**src/rtl/seq_slice_adder_if.sv**
```systemverilog
// Operand/result handshake bundle for the sequential slice adder.
// The producer/consumer side uses master; the controller uses slave.
interface seq_slice_adder_if #(
    parameter int WIDTH = 4,
    parameter int WORDS = 4
);
    localparam int OPW = WIDTH * WORDS;

    logic           in_valid;
    logic           in_ready;
    logic [OPW-1:0] a;
    logic [OPW-1:0] b;
    logic           cin;
    logic           out_valid;
    logic           out_ready;
    logic [OPW-1:0] sum;
    logic           cout;
    logic           busy;

    modport master (
        output in_valid, a, b, cin, out_ready,
        input  in_ready, out_valid, sum, cout, busy
    );

    modport slave (
        input  in_valid, a, b, cin, out_ready,
        output in_ready, out_valid, sum, cout, busy
    );
endinterface

```
**src/rtl/seq_slice_adder_ctrl.sv**
```systemverilog
// Wide unsigned a+b+cin computed one WIDTH-bit slice per cycle on a single adder slice.
//   state  | meaning
//   IDLE   | waiting for operands, in_ready high
//   RUN    | adding slice idx, carry passed to slice idx+1
//   DONE   | result held, out_valid high until out_ready
module seq_slice_adder_ctrl #(
    parameter int WIDTH = 4,
    parameter int WORDS = 4
) (
    input logic            clk,
    input logic            rst,
    seq_slice_adder_if.slave bus
);
    localparam int OPW  = WIDTH * WORDS;
    localparam int IDXW = (WORDS > 1) ? $clog2(WORDS) : 1;

    typedef enum logic [1:0] {
        S_IDLE = 2'd0,
        S_RUN  = 2'd1,
        S_DONE = 2'd2
    } state_t;

    state_t            state_q, state_d;
    logic [IDXW-1:0]   idx_q, idx_d;
    logic              carry_q, carry_d;
    logic              cout_q, cout_d;
    logic [OPW-1:0]    a_q, b_q, sum_q;
    logic              load, step, last;

    logic [WIDTH-1:0]  a_w, b_w, slice_sum;
    logic              slice_co;

    assign a_w  = a_q[idx_q*WIDTH +: WIDTH];
    assign b_w  = b_q[idx_q*WIDTH +: WIDTH];
    assign last = (idx_q == IDXW'(WORDS - 1));

    always_comb begin
        {slice_co, slice_sum} = {1'b0, a_w} + {1'b0, b_w} + {{WIDTH{1'b0}}, carry_q};
    end

    always_comb begin
        state_d = state_q;
        idx_d   = idx_q;
        carry_d = carry_q;
        cout_d  = cout_q;
        load    = 1'b0;
        step    = 1'b0;
        case (state_q)
            S_IDLE: begin
                if (bus.in_valid) begin
                    load    = 1'b1;
                    carry_d = bus.cin;
                    idx_d   = '0;
                    state_d = S_RUN;
                end
            end
            S_RUN: begin
                step    = 1'b1;
                carry_d = slice_co;
                if (last) begin
                    cout_d  = slice_co;
                    idx_d   = '0;
                    state_d = S_DONE;
                end else begin
                    idx_d = idx_q + 1'b1;
                end
            end
            S_DONE: begin
                if (bus.out_ready) begin
                    state_d = S_IDLE;
                end
            end
            default: state_d = S_IDLE;
        endcase
    end

    always_ff @(posedge clk) begin
        if (rst) begin
            state_q <= S_IDLE;
            idx_q   <= '0;
            carry_q <= 1'b0;
            cout_q  <= 1'b0;
            a_q     <= '0;
            b_q     <= '0;
            sum_q   <= '0;
        end else begin
            state_q <= state_d;
            idx_q   <= idx_d;
            carry_q <= carry_d;
            cout_q  <= cout_d;
            if (load) begin
                a_q <= bus.a;
                b_q <= bus.b;
            end
            if (step) begin
                sum_q[idx_q*WIDTH +: WIDTH] <= slice_sum;
            end
        end
    end

    assign bus.in_ready  = (state_q == S_IDLE);
    assign bus.busy      = (state_q != S_IDLE);
    assign bus.out_valid = (state_q == S_DONE);
    assign bus.sum       = sum_q;
    assign bus.cout      = cout_q;
endmodule

```
**src/flat_wrapper.sv**
```systemverilog
// flat-port wrapper written by rule: the top's interface ports become plain ports
module seq_slice_adder_ctrl_flat 
#(
    parameter int WIDTH = 4,
    parameter int WORDS = 4
)
  (clk, rst, bus_in_valid, bus_a, bus_b, bus_cin, bus_out_ready, bus_in_ready, bus_out_valid, bus_sum, bus_cout, bus_busy);
  seq_slice_adder_if #(.WIDTH(WIDTH), .WORDS(WORDS)) bus_i ();
  input logic clk;
  input logic rst;
  input wire logic [$bits(bus_i.in_valid)-1:0] bus_in_valid;
  input wire logic [$bits(bus_i.a)-1:0] bus_a;
  input wire logic [$bits(bus_i.b)-1:0] bus_b;
  input wire logic [$bits(bus_i.cin)-1:0] bus_cin;
  input wire logic [$bits(bus_i.out_ready)-1:0] bus_out_ready;
  output wire logic [$bits(bus_i.in_ready)-1:0] bus_in_ready;
  output wire logic [$bits(bus_i.out_valid)-1:0] bus_out_valid;
  output wire logic [$bits(bus_i.sum)-1:0] bus_sum;
  output wire logic [$bits(bus_i.cout)-1:0] bus_cout;
  output wire logic [$bits(bus_i.busy)-1:0] bus_busy;
  assign bus_i.in_valid = bus_in_valid;
  assign bus_i.a = bus_a;
  assign bus_i.b = bus_b;
  assign bus_i.cin = bus_cin;
  assign bus_i.out_ready = bus_out_ready;
  assign bus_in_ready = bus_i.in_ready;
  assign bus_out_valid = bus_i.out_valid;
  assign bus_sum = bus_i.sum;
  assign bus_cout = bus_i.cout;
  assign bus_busy = bus_i.busy;
  seq_slice_adder_ctrl #(.WIDTH(WIDTH), .WORDS(WORDS)) u_core (.clk(clk), .rst(rst), .bus(bus_i));
endmodule
```
**config.mk**
```make
export PLATFORM = sky130hd
export DESIGN_NAME = seq_slice_adder_ctrl_flat
export DESIGN_NICKNAME = d
export VERILOG_FILES = /design/src/rtl/seq_slice_adder_if.sv /design/src/rtl/seq_slice_adder_ctrl.sv /design/src/flat_wrapper.sv
export SDC_FILE = /design/constraint.sdc
export NUM_CORES = 1
export LEC_CHECK = 0
export ABC_CLOCK_PERIOD_IN_PS = 3300
export BUFFER_PORTS_ARGS = -buffer_cell sky130_fd_sc_hd__buf_2
export CAP_MARGIN = 25
export CELL_PAD_IN_SITES_DETAIL_PLACEMENT = 0
export CELL_PAD_IN_SITES_GLOBAL_PLACEMENT = 1
export CORE_UTILIZATION = 39
export DETAILED_ROUTE_END_ITERATION = 10
export PLACE_DENSITY_LB_ADDON = 0.1
export SLEW_MARGIN = 5
export SYNTH_ARGS = -nofsm -noshare
export SYNTH_HDL_FRONTEND = slang
export SYNTH_SLANG_ARGS = --single-unit
```
**constraint.sdc**
```tcl
create_clock -name clk -period 3.3 [get_ports clk]
set_input_delay 0.66 -clock clk [delete_from_list [all_inputs] [get_ports clk]]
set_output_delay 0.66 -clock clk [all_outputs]
set_load 0.01 [all_outputs]
```
After elaboration in Yosys (flattened, before gate mapping)
Index checks and enable logic that the tools add are counted.

word-level totals
  flip-flop bits (word level) = 54
  word-level logic and storage cells = 40
  output and inout port bits = 20

operators by class
  mux-type cells = 13
  eq/ne operators = 6
  add/sub/neg operators = 4
  shift-type cells = 4
  reductions and logical operators = 6

operators by type and width
  operator                 count
  $neg 4->34               1
  $shift 4x34->16 const A  1
  $shiftx 4x34->16         1
  $shiftx 16x5->4          2
  $bwmux 16                1
  $mux 2                   5
  $pmux 2 s3               1
  $add 4x4->5              1
  $add 5x1->5              1
  $eq 2x2->1 const B       2
  $mux 1                   4
  $ne 2x2->1 const B       2
  $pmux 2 s2               1
  $reduce_and 2->1         2
  $reduce_bool 2->1        2
  $reduce_and 3->1         1
  $add 2x1->2 const B      1
  $eq 2x1->1 const B       1
  $logic_not 2->1          1
  $ne 2x1->1 const B       1
  $pmux 1 s2               1

Longest topological paths before layout
  word-level depth = 5
  gate-level depth with buffers = 9
  depth with buffers taken out = 8

Worst setup path after synthesis
Ideal clock, no wire load.

  path type = register to register
  start point = reg u_core.idx_q[0]
  end point = reg u_core.sum_q[15] (netlist: u_core.bus.sum[15])
  arrival time = 2,374 ps
  slack = 798 ps
  stages on the path, launching flop included = 8
  path through = dfxtp_1 -> buf_4 -> mux4_2 -> fa_1 -> a211o_1 -> a21o_1 -> a32oi_1 -> nor2_1

on the way
  cells in the longest elaborated chain, start to end = 5

ends and longest elaborated chain
  item                                       line                                                    source
  start, declared                            seq_slice_adder_ctrl.sv:24                              logic [IDXW-1:0] idx_q, idx_d;
  start signal, assigned                     seq_slice_adder_ctrl.sv:88                              idx_q <= idx_d;
  $shiftx 16x5->4, on equally long branches  seq_slice_adder_ctrl.sv:33, seq_slice_adder_ctrl.sv:34
  $add 4x4->5                                seq_slice_adder_ctrl.sv:38                              {slice_co, slice_sum} = {1'b0, a_w} + {1'b0, b_w} + {{WIDTH{1'b0}}, carry_q};
  $add 5x1->5                                seq_slice_adder_ctrl.sv:38
  $shiftx 4x34->16                           seq_slice_adder_ctrl.sv:96                              sum_q[idx_q*WIDTH +: WIDTH] <= slice_sum;
  $bwmux 16 (*)                              seq_slice_adder_ctrl.sv:96
  end signal, assigned by index              seq_slice_adder_ctrl.sv:96
  end, declared                              seq_slice_adder_ctrl.sv:27                              logic [OPW-1:0] a_q, b_q, sum_q;

Every way passes the cells marked *; elsewhere a longest branch is shown, timed or not.
A chain may end at the register's enable or synchronous reset.

Worst setup path in the final report
  start point = reg u_core.idx_q[0]
  end point = reg u_core.sum_q[3] (netlist: u_core.bus.sum[3])

The elaborated chain is that of the path after synthesis.

==> impl_metrics.env <==
export IMPL_syn_to_final_growth_pct=17.83
export IMPL_cts_root_buffer_cell="sky130_fd_sc_hd__clkbuf_8"
export IMPL_timing_rr_end="u_core.bus.sum[3]"
export IMPL_required_time_of_the_critical_path_ps=3490
export IMPL_final_critical_path_setup_slack_ps=645.3
export IMPL_timing_final_max_slew_violations=0
export IMPL_grt_setup_unrepaired="false"
export IMPL_gr_max_usage_layer="met2"
export IMPL_yosys_cell_types_count=33
export IMPL_clock_tree_buffer_depth=2
export IMPL_design_power_total_w=0.001331
export IMPL_ff2ff_path_depth=7
export IMPL_worst_hold_endpoint="u_core.a_q[8]"
export IMPL_grt_ovfl_total=0
export IMPL_cts_buffers_inserted=5
export IMPL_num_antenna_cells=0
export IMPL_clk_latency_ps=300
export IMPL_layout_cells_most_common="sky130_fd_sc_hd__nand2_1"
export IMPL_synth_xor_area_share=0.003659
export IMPL_finalClockSkew_ps=5.541
export IMPL_powerDensity_mw_per_mm2=471.9
export IMPL_synth_seq_area_share=0.4516
export IMPL_die_area_mm2=0.006455
export IMPL_mostFrequentLayoutCells="sky130_fd_sc_hd__nand2_1, sky130_fd_sc_hd__buf_2, sky130_fd_sc_hd__dfxtp_1"
export IMPL_combinational_family_with_the_most_area_after_synthesis="simple AND/OR/NAND/NOR gates"
export IMPL_via_count=1982
export IMPL_layout_drive_gt1_share=0.2406
export IMPL_worstSetupEndpointType="flop"
export IMPL_start_util=0.4043
export IMPL_timing_final_crit_share=0.8044
export IMPL_actual_transition_at_the_worst_max_transition_pin_ps=699.1
export IMPL_synth_fp_nets=316
export IMPL_swShare=0.2582
export IMPL_crit_fanout=9
export IMPL_timing_final_hold_violations=0
export IMPL_row_count=28
export IMPL_dp_hpwl_um=3830
export IMPL_number_of_global_route_vias_before_repair=1874
export IMPL_drt_first_pass_iters=4
export IMPL_clkTransAtPathRegs_ps=100
export IMPL_final_nets=367
export IMPL_r2r_slack_ps=650
export IMPL_critical_path_class="reg2reg"
export IMPL_post_synth_fa_ha_maj_area_fraction=0.06377
export IMPL_power_frac_seq=0.528
export IMPL_hold_slack_ps=456.8
export IMPL_gr_usage_all_layers=0.1795
export IMPL_cts_hold_buffers_added=0
export IMPL_synthCells=268
export IMPL_die_x_um=80.34
export IMPL_synth_top_cells_by_area="sky130_fd_sc_hd__dfxtp_1, sky130_fd_sc_hd__nand2_1, sky130_fd_sc_hd__a21oi_1"
export IMPL_bufs_and_invs_on_worst_path=1
export IMPL_worst_path_dominant_cell_family="compound AO/OA/AOI/OAI gates"
export IMPL_p_clk_frac=0.330
export IMPL_routed_via_density=5.018
export IMPL_clock_tree_htree_level_count=2
export IMPL_tritoncts="built"
export IMPL_core_mm2=0.005921
export IMPL_post_synth_top_area_fraction=0.4516
export IMPL_ys_seq_elements=54
export IMPL_place_gp_congestion=0.7896
export IMPL_ant_nets=0
export IMPL_chip_height_um=80.34
export IMPL_p_int_w=0.0009872
export IMPL_route_detailed_drc=0
export IMPL_grtUsageMet1=0.2338
export IMPL_synth_simple_gate_area_frac=0.2049
export IMPL_arrival_ps=2840
export IMPL_cell_taking_the_most_area_after_synthesis="sky130_fd_sc_hd__dfxtp_1"
export IMPL_cp_start_kind="flop"
export IMPL_run_status="finished clean"
export IMPL_cap_violations=0
export IMPL_postSynth_topFlopCell="sky130_fd_sc_hd__dfxtp_1"
export IMPL_port_buffer_count=56
export IMPL_synth_enable_flop_cells=0
export IMPL_slew_limit_headroom=0.5329
export IMPL_max_freq_mhz=376.7
export IMPL_grt_met2_usage=0.2941
export IMPL_floorplan_io_pins=57
export IMPL_slowest_delay_ps=620
export IMPL_synth_async_sr_flop_share=0
export IMPL_power_frac_comb=0.142
export IMPL_drtIter0Drc=52
export IMPL_worstHoldPathType="reg2reg"
export IMPL_static_leakage_power_nw=1.222
export IMPL_synth_compound_gate_area_share=0.1485
export IMPL_met3_usage_grt=0.03864
export IMPL_detailedPlace_worstSlack_ps=676.3
export IMPL_worstReg2RegStart="u_core.idx_q[0]"
export IMPL_path_cells="buf_4 -> mux4_1 -> ha_1 -> a211o_1 -> a21o_1 -> a32oi_1 -> nor2_1"
export IMPL_setup_tns_ps=0
export IMPL_number_of_cells_on_the_critical_path=7
export IMPL_vdd_ir_drop_worst_uv=245.2
export IMPL_wire_length_of_the_first_global_routing_pass_um=8901
export IMPL_final_min_clock_period_ps=2655
export IMPL_wl_um=5379
export IMPL_grt_max_degree=37
export IMPL_switching_power_w=0.0003437
export IMPL_syn_cell_area_mm2=0.002394
export IMPL_postSynthAreaPerCell_um2=8.931
export IMPL_cts_sinks=54
export IMPL_cts_setup_buffers=0
export IMPL_initial_antenna_violation_count=0
export IMPL_min_from="u_core.a_q[8]"
export IMPL_critPathSlowestCell="sky130_fd_sc_hd__mux4_1"
export IMPL_wl_per_cell_um=13.62
export IMPL_setup_violations=0
export IMPL_min_path_cells=2
export IMPL_cts_repair_resized=0
export IMPL_post_synth_mux_area_share=0.07841
export IMPL_yosysWarningCount=0
[power groups by stage]
stage	registers, W	clock network, W	logic (W)
2_1_floorplan	0.000710	0	0.000137
3_3_place_gp	0.000719	0	0.000190
3_5_place_dp	0.000718	0	0.000192
4_1_cts	0.000703	0.000449	0.000193
5_1_grt	0.000707	0.000476	0.000214
6_report	0.000702	0.000439	0.000189
[registers in the layout, indices dropped and copies added, names as in the netlist]
name             count
u_core.carry_q       1
u_core.b_q          16
u_core.a_q          16
u_core.state_q       2
u_core.bus.cout      1
u_core.bus.sum      16
u_core.idx_q         2
[kinds of logic after synthesis]
logic type / after synthesis
compound gates: 59
xor+xnor: 1
simple gates: 110
mux: 8
buf+inv: 25
flops: 54
fa+ha+maj: 11
[worst reg2reg max path, delay by kind of cell, from the launching register on]
family | cells | cell delay, ps
AO/OA/AOI/OAI | 3 | 690
AND/OR/NAND/NOR | 1 | 50
flip-flops | 1 | 600
adder cells (fa/ha/maj) | 1 | 300
multiplexers | 1 | 620
buffers and inverters | 1 | 280
[synthesized netlist by cell type, drive strengths merged, types with 2 or more instances]
library cell and instances:
nor2b 3, fa 2, clkbuf 6, a22oi 13
dfxtp 54, nor4 2, and3 3, nand3 4
nand2 74, ha 9, nor2 18, a32oi 2
buf 10, a31oi 2, mux4 8, a21oi 36
inv 9, nand2b 2
[worst max-delay path by stage]
stage,to,startpoint
after floorplan,u_core.bus.sum[15],u_core.idx_q[0]
after global placement,u_core.bus.sum[15],u_core.idx_q[0]
after detailed placement,u_core.bus.sum[3],u_core.idx_q[0]
after CTS,u_core.bus.sum[3],u_core.idx_q[0]
after global routing,u_core.bus.sum[3],u_core.idx_q[0]
final,u_core.bus.sum[3],u_core.idx_q[0]
[through the flow]
stage,area (µm²),util,instances
finish,2820,0.4763,395
global route,2820,0.4763,395
CTS,2820,0.4763,395
detailed placement,2714,0.4584,387
global placement,2714,0.4584,387
floorplan,2394,-,268
[final cells by class]
| cell class | count | area (µm²) |
|---|---|---|
| Fill cell | 633 | 3100 |
| Sequential cell | 54 | 1081 |
| Tap cell | 75 | 93.84 |
| Timing Repair Buffer | 60 | 310.3 |
| Clock buffer | 7 | 76.32 |
| Inverter | 9 | 33.78 |
| Multi-Input combinational cell | 189 | 1195 |
| Clock inverter | 1 | 30.03 |
[routing by layer]
layer | vias to the layer above | share of wire
met5 | - | 0
met4 | 0 | 0.012
met3 | 8 | 0.032
met2 | 35 | 0.47
met1 | 920 | 0.48
li1 | 1019 | -
No activity file was read; power rests on OpenSTA's default activity.
